==> src/rtl/pattern_gen_480p.sv <==
// pattern_gen_480p
//   Test-pattern generator for the 480p HDMI path. It takes the pixel
//   coordinate and timing from the display timing generator and produces
//   registered RGB. The syncs and DE are delayed so they stay aligned with
//   the colour. Mode and square position change only at the frame tick, so a
//   mode switch never tears a frame.
//
// Ports
//   i_clk_pxl        pixel clock
//   i_reset          asynchronous, active-high reset
//   i_mode           pattern request: 0 solid, 1 static square, 2 bars, 3 bouncing
//   i_sx, i_sy       current pixel coordinate
//   i_de/i_hsync/i_vsync  timing signals paired with i_sx/i_sy
//   o_r/o_g/o_b      pixel colour, 2 cycles after the coordinate
//   o_de/o_hsync/o_vsync  timing delayed by 2 cycles
//   o_frame_tick     frame-boundary pulse, aligned with the outputs
module pattern_gen_480p #(
  parameter int COORD_BITS  = 10,
  parameter int COLOUR_BITS = 4,
  parameter int H_RES       = 640,
  parameter int V_RES       = 480,
  parameter int SQ_SIZE     = 200,
  parameter int SPEED       = 2,
  parameter int BG_R        = 1,
  parameter int BG_G        = 3,
  parameter int BG_B        = 7
) (
  input  logic                   i_clk_pxl,
  input  logic                   i_reset,
  input  logic [1:0]             i_mode,
  input  logic [COORD_BITS-1:0]  i_sx,
  input  logic [COORD_BITS-1:0]  i_sy,
  input  logic                   i_de,
  input  logic                   i_hsync,
  input  logic                   i_vsync,
  output logic [COLOUR_BITS-1:0] o_r,
  output logic [COLOUR_BITS-1:0] o_g,
  output logic [COLOUR_BITS-1:0] o_b,
  output logic                   o_de,
  output logic                   o_hsync,
  output logic                   o_vsync,
  output logic                   o_frame_tick
);

  // One extra bit so position sums and region limits cannot wrap.
  typedef logic [COORD_BITS:0] wide_t;

  localparam int X_MAX = H_RES - SQ_SIZE;
  localparam int Y_MAX = V_RES - SQ_SIZE;
  localparam int BAR_W = H_RES / 8;

  localparam logic [1:0] MODE_SOLID  = 2'd0;
  localparam logic [1:0] MODE_SQUARE = 2'd1;
  localparam logic [1:0] MODE_BARS   = 2'd2;
  localparam logic [1:0] MODE_BOUNCE = 2'd3;

  localparam logic [COLOUR_BITS-1:0] ONES = '1;

  logic       frame_tick;
  logic [1:0] mode_reg;
  logic [1:0] mode_next;
  logic [1:0] in_range;   // bit 0: x inside square span, bit 1: y inside
  logic [7:1] bar_ge;     // thermometer code of sx against bar boundaries
  logic [2:0] bar_idx;

  // First pixel of the first vertical-blank line.
  assign frame_tick = (i_sx == '0) && (i_sy == COORD_BITS'(V_RES));
  assign mode_next  = frame_tick ? i_mode : mode_reg;

  always_ff @(posedge i_clk_pxl or posedge i_reset) begin
    if (i_reset) mode_reg <= MODE_SQUARE;
    else         mode_reg <= mode_next;
  end

  // Per-axis position/direction state and square span test. Axis 0 is X,
  // axis 1 is Y; both axes share the same bounce rule with their own limit.
  genvar gi;
  generate
    for (gi = 0; gi < 2; gi++) begin : g_axis
      localparam int MAX = (gi == 0) ? X_MAX : Y_MAX;
      localparam logic [COORD_BITS-1:0] START = COORD_BITS'(MAX / 2);
      localparam wide_t MAX_W   = wide_t'(MAX);
      localparam wide_t SPEED_W = wide_t'(SPEED);
      localparam wide_t SIZE_W  = wide_t'(SQ_SIZE);

      logic [COORD_BITS-1:0] coord;
      logic [COORD_BITS-1:0] origin;
      logic [COORD_BITS-1:0] pos_reg;
      logic [COORD_BITS-1:0] pos_next;
      logic                  dir_up_reg;
      logic                  dir_up_next;
      wide_t                 fwd_sum;

      assign coord   = (gi == 0) ? i_sx : i_sy;
      assign fwd_sum = {1'b0, pos_reg} + SPEED_W;

      always_comb begin
        pos_next    = pos_reg;
        dir_up_next = dir_up_reg;
        if (frame_tick) begin
          if (mode_reg == MODE_BOUNCE) begin
            if (dir_up_reg) begin
              if (fwd_sum >= MAX_W) begin
                pos_next    = MAX_W[COORD_BITS-1:0];
                dir_up_next = 1'b0;
              end else begin
                pos_next = fwd_sum[COORD_BITS-1:0];
              end
            end else begin
              if ({1'b0, pos_reg} <= SPEED_W) begin
                pos_next    = '0;
                dir_up_next = 1'b1;
              end else begin
                pos_next = pos_reg - SPEED_W[COORD_BITS-1:0];
              end
            end
          end else if (i_mode == MODE_BOUNCE) begin
            // Entering bounce mode restarts from the centre, moving (+,+).
            pos_next    = START;
            dir_up_next = 1'b1;
          end
        end
      end

      always_ff @(posedge i_clk_pxl or posedge i_reset) begin
        if (i_reset) begin
          pos_reg    <= START;
          dir_up_reg <= 1'b1;
        end else begin
          pos_reg    <= pos_next;
          dir_up_reg <= dir_up_next;
        end
      end

      // Static square sits at the centre; bouncing square follows pos_reg.
      assign origin       = (mode_reg == MODE_BOUNCE) ? pos_reg : START;
      assign in_range[gi] = ({1'b0, coord} >= {1'b0, origin}) &&
                            ({1'b0, coord} <  ({1'b0, origin} + SIZE_W));
    end

    for (gi = 1; gi < 8; gi++) begin : g_bar
      assign bar_ge[gi] = ({1'b0, i_sx} >= wide_t'(gi * BAR_W));
    end
  endgenerate

  // The comparator outputs are monotonic, so their population count is the
  // bar index.
  always_comb begin
    bar_idx = '0;
    for (int i = 1; i < 8; i++) bar_idx = bar_idx + 3'(bar_ge[i]);
  end

  // Stage 1: region flag, bar index, mode and delayed timing.
  logic       s1_sq_reg;
  logic [2:0] s1_bar_reg;
  logic [1:0] s1_mode_reg;
  logic       s1_de_reg;
  logic       s1_hs_reg;
  logic       s1_vs_reg;
  logic       s1_tick_reg;

  always_ff @(posedge i_clk_pxl or posedge i_reset) begin
    if (i_reset) begin
      s1_sq_reg   <= 1'b0;
      s1_bar_reg  <= '0;
      s1_mode_reg <= '0;
      s1_de_reg   <= 1'b0;
      s1_hs_reg   <= 1'b0;
      s1_vs_reg   <= 1'b0;
      s1_tick_reg <= 1'b0;
    end else begin
      s1_sq_reg   <= &in_range;
      s1_bar_reg  <= bar_idx;
      s1_mode_reg <= mode_reg;
      s1_de_reg   <= i_de;
      s1_hs_reg   <= i_hsync;
      s1_vs_reg   <= i_vsync;
      s1_tick_reg <= frame_tick;
    end
  end

  // Stage 2 colour select.
  logic [COLOUR_BITS-1:0] r_next;
  logic [COLOUR_BITS-1:0] g_next;
  logic [COLOUR_BITS-1:0] b_next;

  always_comb begin
    r_next = COLOUR_BITS'(BG_R);
    g_next = COLOUR_BITS'(BG_G);
    b_next = COLOUR_BITS'(BG_B);
    case (s1_mode_reg)
      MODE_SQUARE, MODE_BOUNCE: begin
        if (s1_sq_reg) begin
          r_next = ONES;
          g_next = ONES;
          b_next = ONES;
        end
      end
      MODE_BARS: begin
        // Bar order W,Y,C,G,M,R,B,K: red is off when idx[1] is set,
        // green when idx[2] is set, blue when idx[0] is set.
        r_next = s1_bar_reg[1] ? '0 : ONES;
        g_next = s1_bar_reg[2] ? '0 : ONES;
        b_next = s1_bar_reg[0] ? '0 : ONES;
      end
      default: ;
    endcase
    if (!s1_de_reg) begin
      r_next = '0;
      g_next = '0;
      b_next = '0;
    end
  end

  always_ff @(posedge i_clk_pxl or posedge i_reset) begin
    if (i_reset) begin
      o_r          <= '0;
      o_g          <= '0;
      o_b          <= '0;
      o_de         <= 1'b0;
      o_hsync      <= 1'b0;
      o_vsync      <= 1'b0;
      o_frame_tick <= 1'b0;
    end else begin
      o_r          <= r_next;
      o_g          <= g_next;
      o_b          <= b_next;
      o_de         <= s1_de_reg;
      o_hsync      <= s1_hs_reg;
      o_vsync      <= s1_vs_reg;
      o_frame_tick <= s1_tick_reg;
    end
  end

endmodule

==> config.mk <==
export PLATFORM = sky130hd
export DESIGN_NAME = pattern_gen_480p
export DESIGN_NICKNAME = d
export VERILOG_FILES = /design/src/rtl/pattern_gen_480p.sv
export SDC_FILE = /design/constraint.sdc
export NUM_CORES = 1
export LEC_CHECK = 0
export CAP_MARGIN = 0
export CORE_AREA = 10 10 119 78
export CTS_BUF_LIST = sky130_fd_sc_hd__clkbuf_4 sky130_fd_sc_hd__clkbuf_8
export DETAILED_ROUTE_END_ITERATION = 8
export DIE_AREA = 0 0 129 88
export PLACE_DENSITY = 0.77
export SLEW_MARGIN = 15
export SYNTH_ARGS = -nofsm -noshare
export SYNTH_HDL_FRONTEND = slang
export SYNTH_SLANG_ARGS = --single-unit
==> constraint.sdc <==
create_clock -name i_clk_pxl -period 3.93 [get_ports i_clk_pxl]
set_clock_uncertainty 0.1 [all_clocks]
set_input_delay 0.9825 -clock i_clk_pxl [delete_from_list [all_inputs] [get_ports i_clk_pxl]]
set_output_delay 0.9825 -clock i_clk_pxl [all_outputs]
set_load 0.02 [all_outputs]
==> impl_metrics.sql <==
INSERT INTO impl_metrics (metric_group, metric, value, unit) VALUES
('status', 'run_status', 'finished, final reports clean', ''),
('yosys', 'count_of_flip_flops_with_a_built_in_enable_after_synthesis', '0', ''),
('global_route', 'largest_net_degree_at_the_start_of_global_routing', '23', ''),
('finish', 'fillerInstances', '590', ''),
('finish', 'largest_register_ffs', '18', ''),
('yosys', 'asyncSetResetFlopFracSynth', '100', '%'),
('clock_tree', 'cts.repair_timing.setup_buffer_count', '0', ''),
('yosys', 'post_synth_num_cell_types', '70', ''),
('critical_path', 'end_kind', 'flop', ''),
('finish', 'layout_common_cells', 'sky130_fd_sc_hd__ha_1, sky130_fd_sc_hd__clkdlybuf4s50_1, sky130_fd_sc_hd__nand2_1', ''),
('critical_path', 'timing.critical_path.arrival', '3.88', 'ns'),
('floorplan', 'fp.dieH', '88', 'um'),
('run', 'max_cap_violations', '0', ''),
('global_route', 'grt_pass1_wl', '17000', 'um'),
('sta', 'maximum_operating_frequency', '263', 'MHz'),
('clock_tree', 'cts_buffers', '5', ''),
('placed_design', 'gp_congestion', '0.878', ''),
('clock_tree', 'tritoncts', 'done', ''),
('finish', 'final_area', '4450', 'sq um'),
('placed_design', 'buffer_ports.inserted', '42', ''),
('detailed_routing', 'dr.pass1.iters', '5', ''),
('floorplan', 'core-area', '7090', 'sq um'),
('clock_tree', 'tritoncts_num_sinks', '42', ''),
('finish', 'nNetsFinal', '560', ''),
('floorplan', 'die_width', '129', 'um'),
('placed_design', 'dpl-instance-area', '4350', 'sq um'),
('detailed_routing', 'drt-total-wl', '9980', 'um'),
('floorplan', 'io_pins', '43', ''),
('clock_tree', 'clockBufferDepth', '2', ''),
('critical_path', 'setup.worst_path.class', 'in -> reg', ''),
('placed_design', 'preCtsSetupSlack', '-0.261', 'ns'),
('global_route', 'antenna_found_initial', '0', ''),
('yosys', 'yosysWarnings', '0', ''),
('global_route', 'grt.total_usage', '18.2', '%'),
('sta', 'period_minus_slack', '3.81', 'ns'),
('sta', 'timing.final.crit_share', '96.9', '%'),
('yosys', 'synthCells', '454', ''),
('floorplan', 'num_rows', '24', ''),
('global_route', 'remaining_global_route_overflow', '0', ''),
('yosys', 'yosys_most_used_dff', 'sky130_fd_sc_hd__dfrtp_1', ''),
('finish', 'insertedDiodeCount', '0', ''),
('sta', 'rsz0062_at_grt', 'no', ''),
('global_route', 'grt_pass1_vias', '3298', ''),
('yosys', 'synth-seq-area-share', '27.7', '%'),
('yosys', 'avgSynthCellArea', '8.47', 'sq um'),
('placed_design', 'hpwl', '7780', 'um'),
('power_and_ir_drop', 'power.static_leakage', '1.91', 'nW'),
('critical_path', 'timing.critical_path.from_type', 'input port', ''),
('detailed_routing', 'route.antenna.remaining_nets', '0', ''),
('clock_tree', 'clkLatencyLatePin', '0.30', 'ns'),
('clock_tree', 'ctsHtreeMaxLevel', '2', ''),
('sta', 'setup-tns-final', '0', 'ns'),
('sta', 'report.final.slew_viol_count', '0', ''),
('sta', 'final.hold.worst_slack', '0.254', 'ns'),
('finish', 'drive_gt1_share', '11.3', '%'),
('floorplan', 'initial_core_util', '54.3', '%'),
('power_and_ir_drop', 'irDropWorstVdd', '144', 'uV'),
('floorplan', 'die_ar', '11400', 'sq um'),
('clock_tree', 'clock-root-buffer', 'sky130_fd_sc_hd__clkbuf_8', ''),
('detailed_routing', 'wl_per_cell', '17.2', 'um'),
('sta', 'hold_viol', '0', ''),
('finish', 'synthToLayoutAreaGrowth', '15.8', '%'),
('detailed_routing', 'detail_route.iter0.violations', '520', ''),
('critical_path', 'critPathMaxFanout', '5', ''),
('yosys', 'synth-seq-cells', '42', ''),
('detailed_routing', 'vias', '3530', ''),
('sta', 'setup_viol', '0', ''),
('power_and_ir_drop', 'power.density', '203', 'nW/um^2'),
('min_path', 'min_path_type', 'reg -> reg', ''),
('detailed_routing', 'post_drt_via_cell_ratio', '6.10', ''),
('sta', 'max_slew.worst_pin.slew', '0.575', 'ns'),
('critical_path', 'cp.required', '4.01', 'ns'),
('sta', 'timing.max_slew.rel_slack', '61.3', '%'),
('detailed_routing', 'route.detailed.drc', '0', ''),
('yosys', 'post_synth_instance_area', '3840', 'sq um'),
('clock_tree', 'clk_transition_reported_paths', '0.08', 'ns'),
('sta', 'timing.final.ws_setup', '0.122', 'ns');
==> through the flow <==
| stage | power [mW] | instances | utilization, % |
|---|---|---|---|
| 2_1_floorplan | 0.526 | 455 | - |
| 3_3_place_gp | 0.598 | 571 | 61.4 |
| 3_5_place_dp | 0.605 | 571 | 61.4 |
| 4_1_cts | 0.913 | 579 | 62.8 |
| 5_1_grt | 0.948 | 579 | 62.8 |
| 6_report | 0.904 | 579 | 62.8 |
==> power by group <==
part	switching [mW]	total, mW	internal (mW)
sequential	0.00963	0.456	0.447
clock	0.158	0.307	0.149
combinational	0.0691	0.140	0.0714
total	0.237	0.904	0.667
==> logic make-up after synthesis <==
family / count (synthesis) / synth area share [%]
buffers and inverters: 56 / 6.57
adders and majority gates: 46 / 15.8
muxes: 3 / 0.846
DFF: 42 / 27.7
xor gates and xnor gates: 17 / 3.87
and+or+nand+nor: 168 / 23.6
AOI/OAI and AO/OA: 121 / 21.6
other: 1 / 0.0975
==> synthesized netlist by cell type (all sizes together) (3+ instances only) <==
master | count | area (sq um)
o21bai | 3 | 22.5
nor4 | 5 | 46.3
buf | 18 | 110
ha | 42 | 526
fa | 4 | 80.1
a21boi | 6 | 45.0
nand2b | 11 | 68.8
a31o | 3 | 26.3
or2 | 4 | 25.0
nor3 | 17 | 90.1
xnor2 | 11 | 96.3
inv | 25 | 93.8
nand4 | 9 | 62.6
xor2 | 6 | 52.6
o21ai | 30 | 150
nand2 | 39 | 146
a31oi | 6 | 43.8
a21oi | 20 | 100
o21a | 5 | 37.5
nand3 | 11 | 55.1
o311ai | 4 | 35.0
dfrtp | 31 | 776
dfstp | 11 | 289
o31a | 4 | 37.5
or3 | 12 | 76.3
nor4b | 3 | 38.8
o2111ai | 4 | 35.0
o211ai | 7 | 52.6
clkbuf | 13 | 48.8
nor2b | 7 | 43.8
o22ai | 4 | 31.3
a21o | 6 | 45.0
and2 | 5 | 31.3
and3 | 6 | 37.5
nor2 | 31 | 116
==> timing repair <==
action	4_1_cts	5_1_grt
hold buffers	0	0
resized for setup	0	1
endpoints found under the setup margin	0	1
==> critical path, stage by stage <==
cell,delay [ns]
sky130_fd_sc_hd__clkdlybuf4s50_1,0.46
sky130_fd_sc_hd__or2_2,0.34
sky130_fd_sc_hd__a21oi_2,0.16
sky130_fd_sc_hd__fa_1,0.45
sky130_fd_sc_hd__fa_1,0.55
sky130_fd_sc_hd__inv_1,0.06
sky130_fd_sc_hd__fa_1,0.43
sky130_fd_sc_hd__fa_1,0.45
==> final cells by class <==
cell class	count	area, sq um	area share (%)
Inverter	25	93.8	2.11
Tap cell	91	114	2.56
Clock buffer	7	90.1	2.02
Clock inverter	1	5.00	0.112
Sequential cell	42	1060	23.9
Multi-Input combinational cell	357	2530	56.9
Timing Repair Buffer	56	551	12.4
==> per-layer routing <==
layer | vias up | track usage (%) | part of all wire (%)
met5 | - | 0 | 0
met4 | 0 | 4.93 | 1.1
met3 | 12 | 2.66 | 7.5
met2 | 153 | 26.9 | 42
met1 | 1665 | 26.8 | 50
li1 | 1700 | - | -
==> worst paths after layout <==
check	endpoint	from	cells after the start	slack [ns]
worst max-delay path	s1_bar_reg[1]$_DFF_PP0_	i_sx[6]	8	0.12
worst min-delay path	o_hsync$_DFF_PP0_	s1_hs_reg$_DFF_PP0_	0	0.25
worst max register to register	s1_sq_reg$_DFF_PP0_	mode_reg[0]$_DFFE_PP1P_	14	0.61
worst min register to register	o_hsync$_DFF_PP0_	s1_hs_reg$_DFF_PP0_	0	0.25
max in group asynchronous	g_axis[0].pos_reg[6]$_DFFE_PP1P_	i_reset	3	2.16
min in group asynchronous	g_axis[1].pos_reg[8]$_DFFE_PP0P_	i_reset	2	0.94
No activity file was read; power rests on OpenSTA's default activity.
==> patch, RTL diff (same settings) <==
Set the parameter `BG_B` to 5 (it was 7).
--- a/src/rtl/pattern_gen_480p.sv
+++ b/src/rtl/pattern_gen_480p.sv
@@ -25,3 +25,3 @@
   parameter int BG_G        = 3,
-  parameter int BG_B        = 7
+  parameter int BG_B        = 5
 ) (
Function: changed (Yosys sat finds a counterexample within 4 cycles, from zero or initial values and one cycle with i_reset high).
==> patch against the original RTL <==
- sequential share of layout area decreased by 0.30 points
- sequential power about the same
- cell count unchanged
- final area increased by 1.3%
- synthesized area increased by 1.7%
- sequential cell count unchanged
- power increased by 4.8%
- wire length increased by 2.5%
- maximum frequency about the same
- setup slack about the same
==> patch: results (changes against the original RTL) <==
| Step | Result | Value | Delta |
|:---|:---|:---|:---|
| outcome | Result of the run | finished clean | unchanged |
| power and ir drop | Seq pwr | 0.455 mW | was 0.456 mW |
| yosys | Distinct cell type count after synthesis | 68 | was 70 |
| setup path | CP Max Fanout | 4 | was 5 |
| global routing | Fraction of met3 tracks used by global routing | 2.29% | was 2.66% |
| power and ir drop | Switching power summed over all nets | 0.240 mW | was 0.237 mW |
| hold path | Hold path endpoint | o_hsync | unchanged |
| global routing | Vias in the first global route | 3338 | was 3298 |
| power and ir drop | P_leak | 1.88 nW | was 1.91 nW |
| global routing | Met2 track demand over resource | 27.4% | was 26.9% |
| placed design | Hpwl dp | 8000 um | was 7780 um |
| power and ir drop | Peak supply drop | 167 uV | was 144 uV |
| clock network | Clock tree buffer depth | 2 | unchanged |
| timing | Worst slew margin relative to its limit | 64.0% | was 61.3% |
| drt | Detailed-routed wire length on met3 | 817 um | was 747 um |
| setup path | Setup slack on the worst flop-to-flop path | 0.92 ns | was 0.61 ns |
| setup path | Launching instance or port of the critical path | i_sx[7] | was i_sx[6] |
| finish | Non-clock buffering overhead in the final layout | 11.9% | was 12.4% |
| global routing | Met1 GRT Util | 26.5% | was 26.8% |
| yosys | Post-Syn Area per Cell | 8.59 sq um | was 8.47 sq um |
| finish | Number of non-clock inverters | 21 | was 25 |
| global routing | Wire length of the first global-routing pass | 16800 um | was 17000 um |
| global routing | Overall track demand over capacity in global routing | 17.9% | was 18.2% |
| drt | Detailed-route vias per instance | 6.21 | was 6.10 |
| finish | Number of combinational gates with multiple inputs | 360 | was 357 |
| setup path | Reg2reg path depth | 13 | was 14 |
| power and ir drop | Final total power | 0.947 mW | was 0.904 mW |
| placed design | Instance area at placement | 4390 sq um | was 4350 sq um |
| global routing | Number of antenna violations at the first check in global routing | 0 | unchanged |
| drt | Met2 Routed Length | 4320 um | was 4160 um |
| drt | Wire length the detailed router placed on met1 | 5020 um | was 4970 um |
| drt | Average detailed-routed wire length per instance | 17.7 um | was 17.2 um |
| finish | Proportion of layout cells with a drive suffix above 1 | 11.1% | was 11.3% |
| finish | Fraction of standard cell area in multi-input logic | 57.7% | was 56.9% |
| placed design | Final estimated routing congestion in global placement | 0.933 | was 0.878 |
| setup path | WP data arrival | 3.88 ns | about the same |
| clock network | Total number of clock tree sinks | 42 | unchanged |
| power and ir drop | Power share of the combinational group | 14.7% | was 15.5% |
[patch: cell types whose count changed after synthesis, moves of 4 or more]
cell,before,now
buf_2,10,6
clkbuf_1,13,17
or3_1,11,4
and2_1,5,9
inv_1,25,21
nand2_1,39,28
nor2_1,31,38
[patch: logic make-up after synthesis]
| logic type | after synthesis | share of synthesized area (%) |
|---|---|---|
| simple gates | 162 | 22.7 |
| compound gates | 123 | 21.8 |
| buf+inv | 54 | 6.34 |
| fa+ha+maj | 46 | 15.5 |
| flops | 42 | 27.2 |
| xor+xnor | 21 | 4.71 |
| mux | 6 | 1.63 |
| other cells | 1 | 0.0959 |
[patch: stage by stage]
step	setup WS, ns	util (%)	hold WS [ns]
finish	0.122	63.6	0.258
global route	-0.0157	63.6	0.262
CTS	0.0636	63.5	0.259
detailed placement	-0.255	62.0	0.239
global placement	-0.156	62.0	0.231
floorplan	0.378	-	0.231
[patch: what timing repair did]
item / in CTS / in global routing
endpoints found under the setup margin: 0 / 1
resized for setup: 0 / 2
endpoints found under the hold margin: 0 / 0
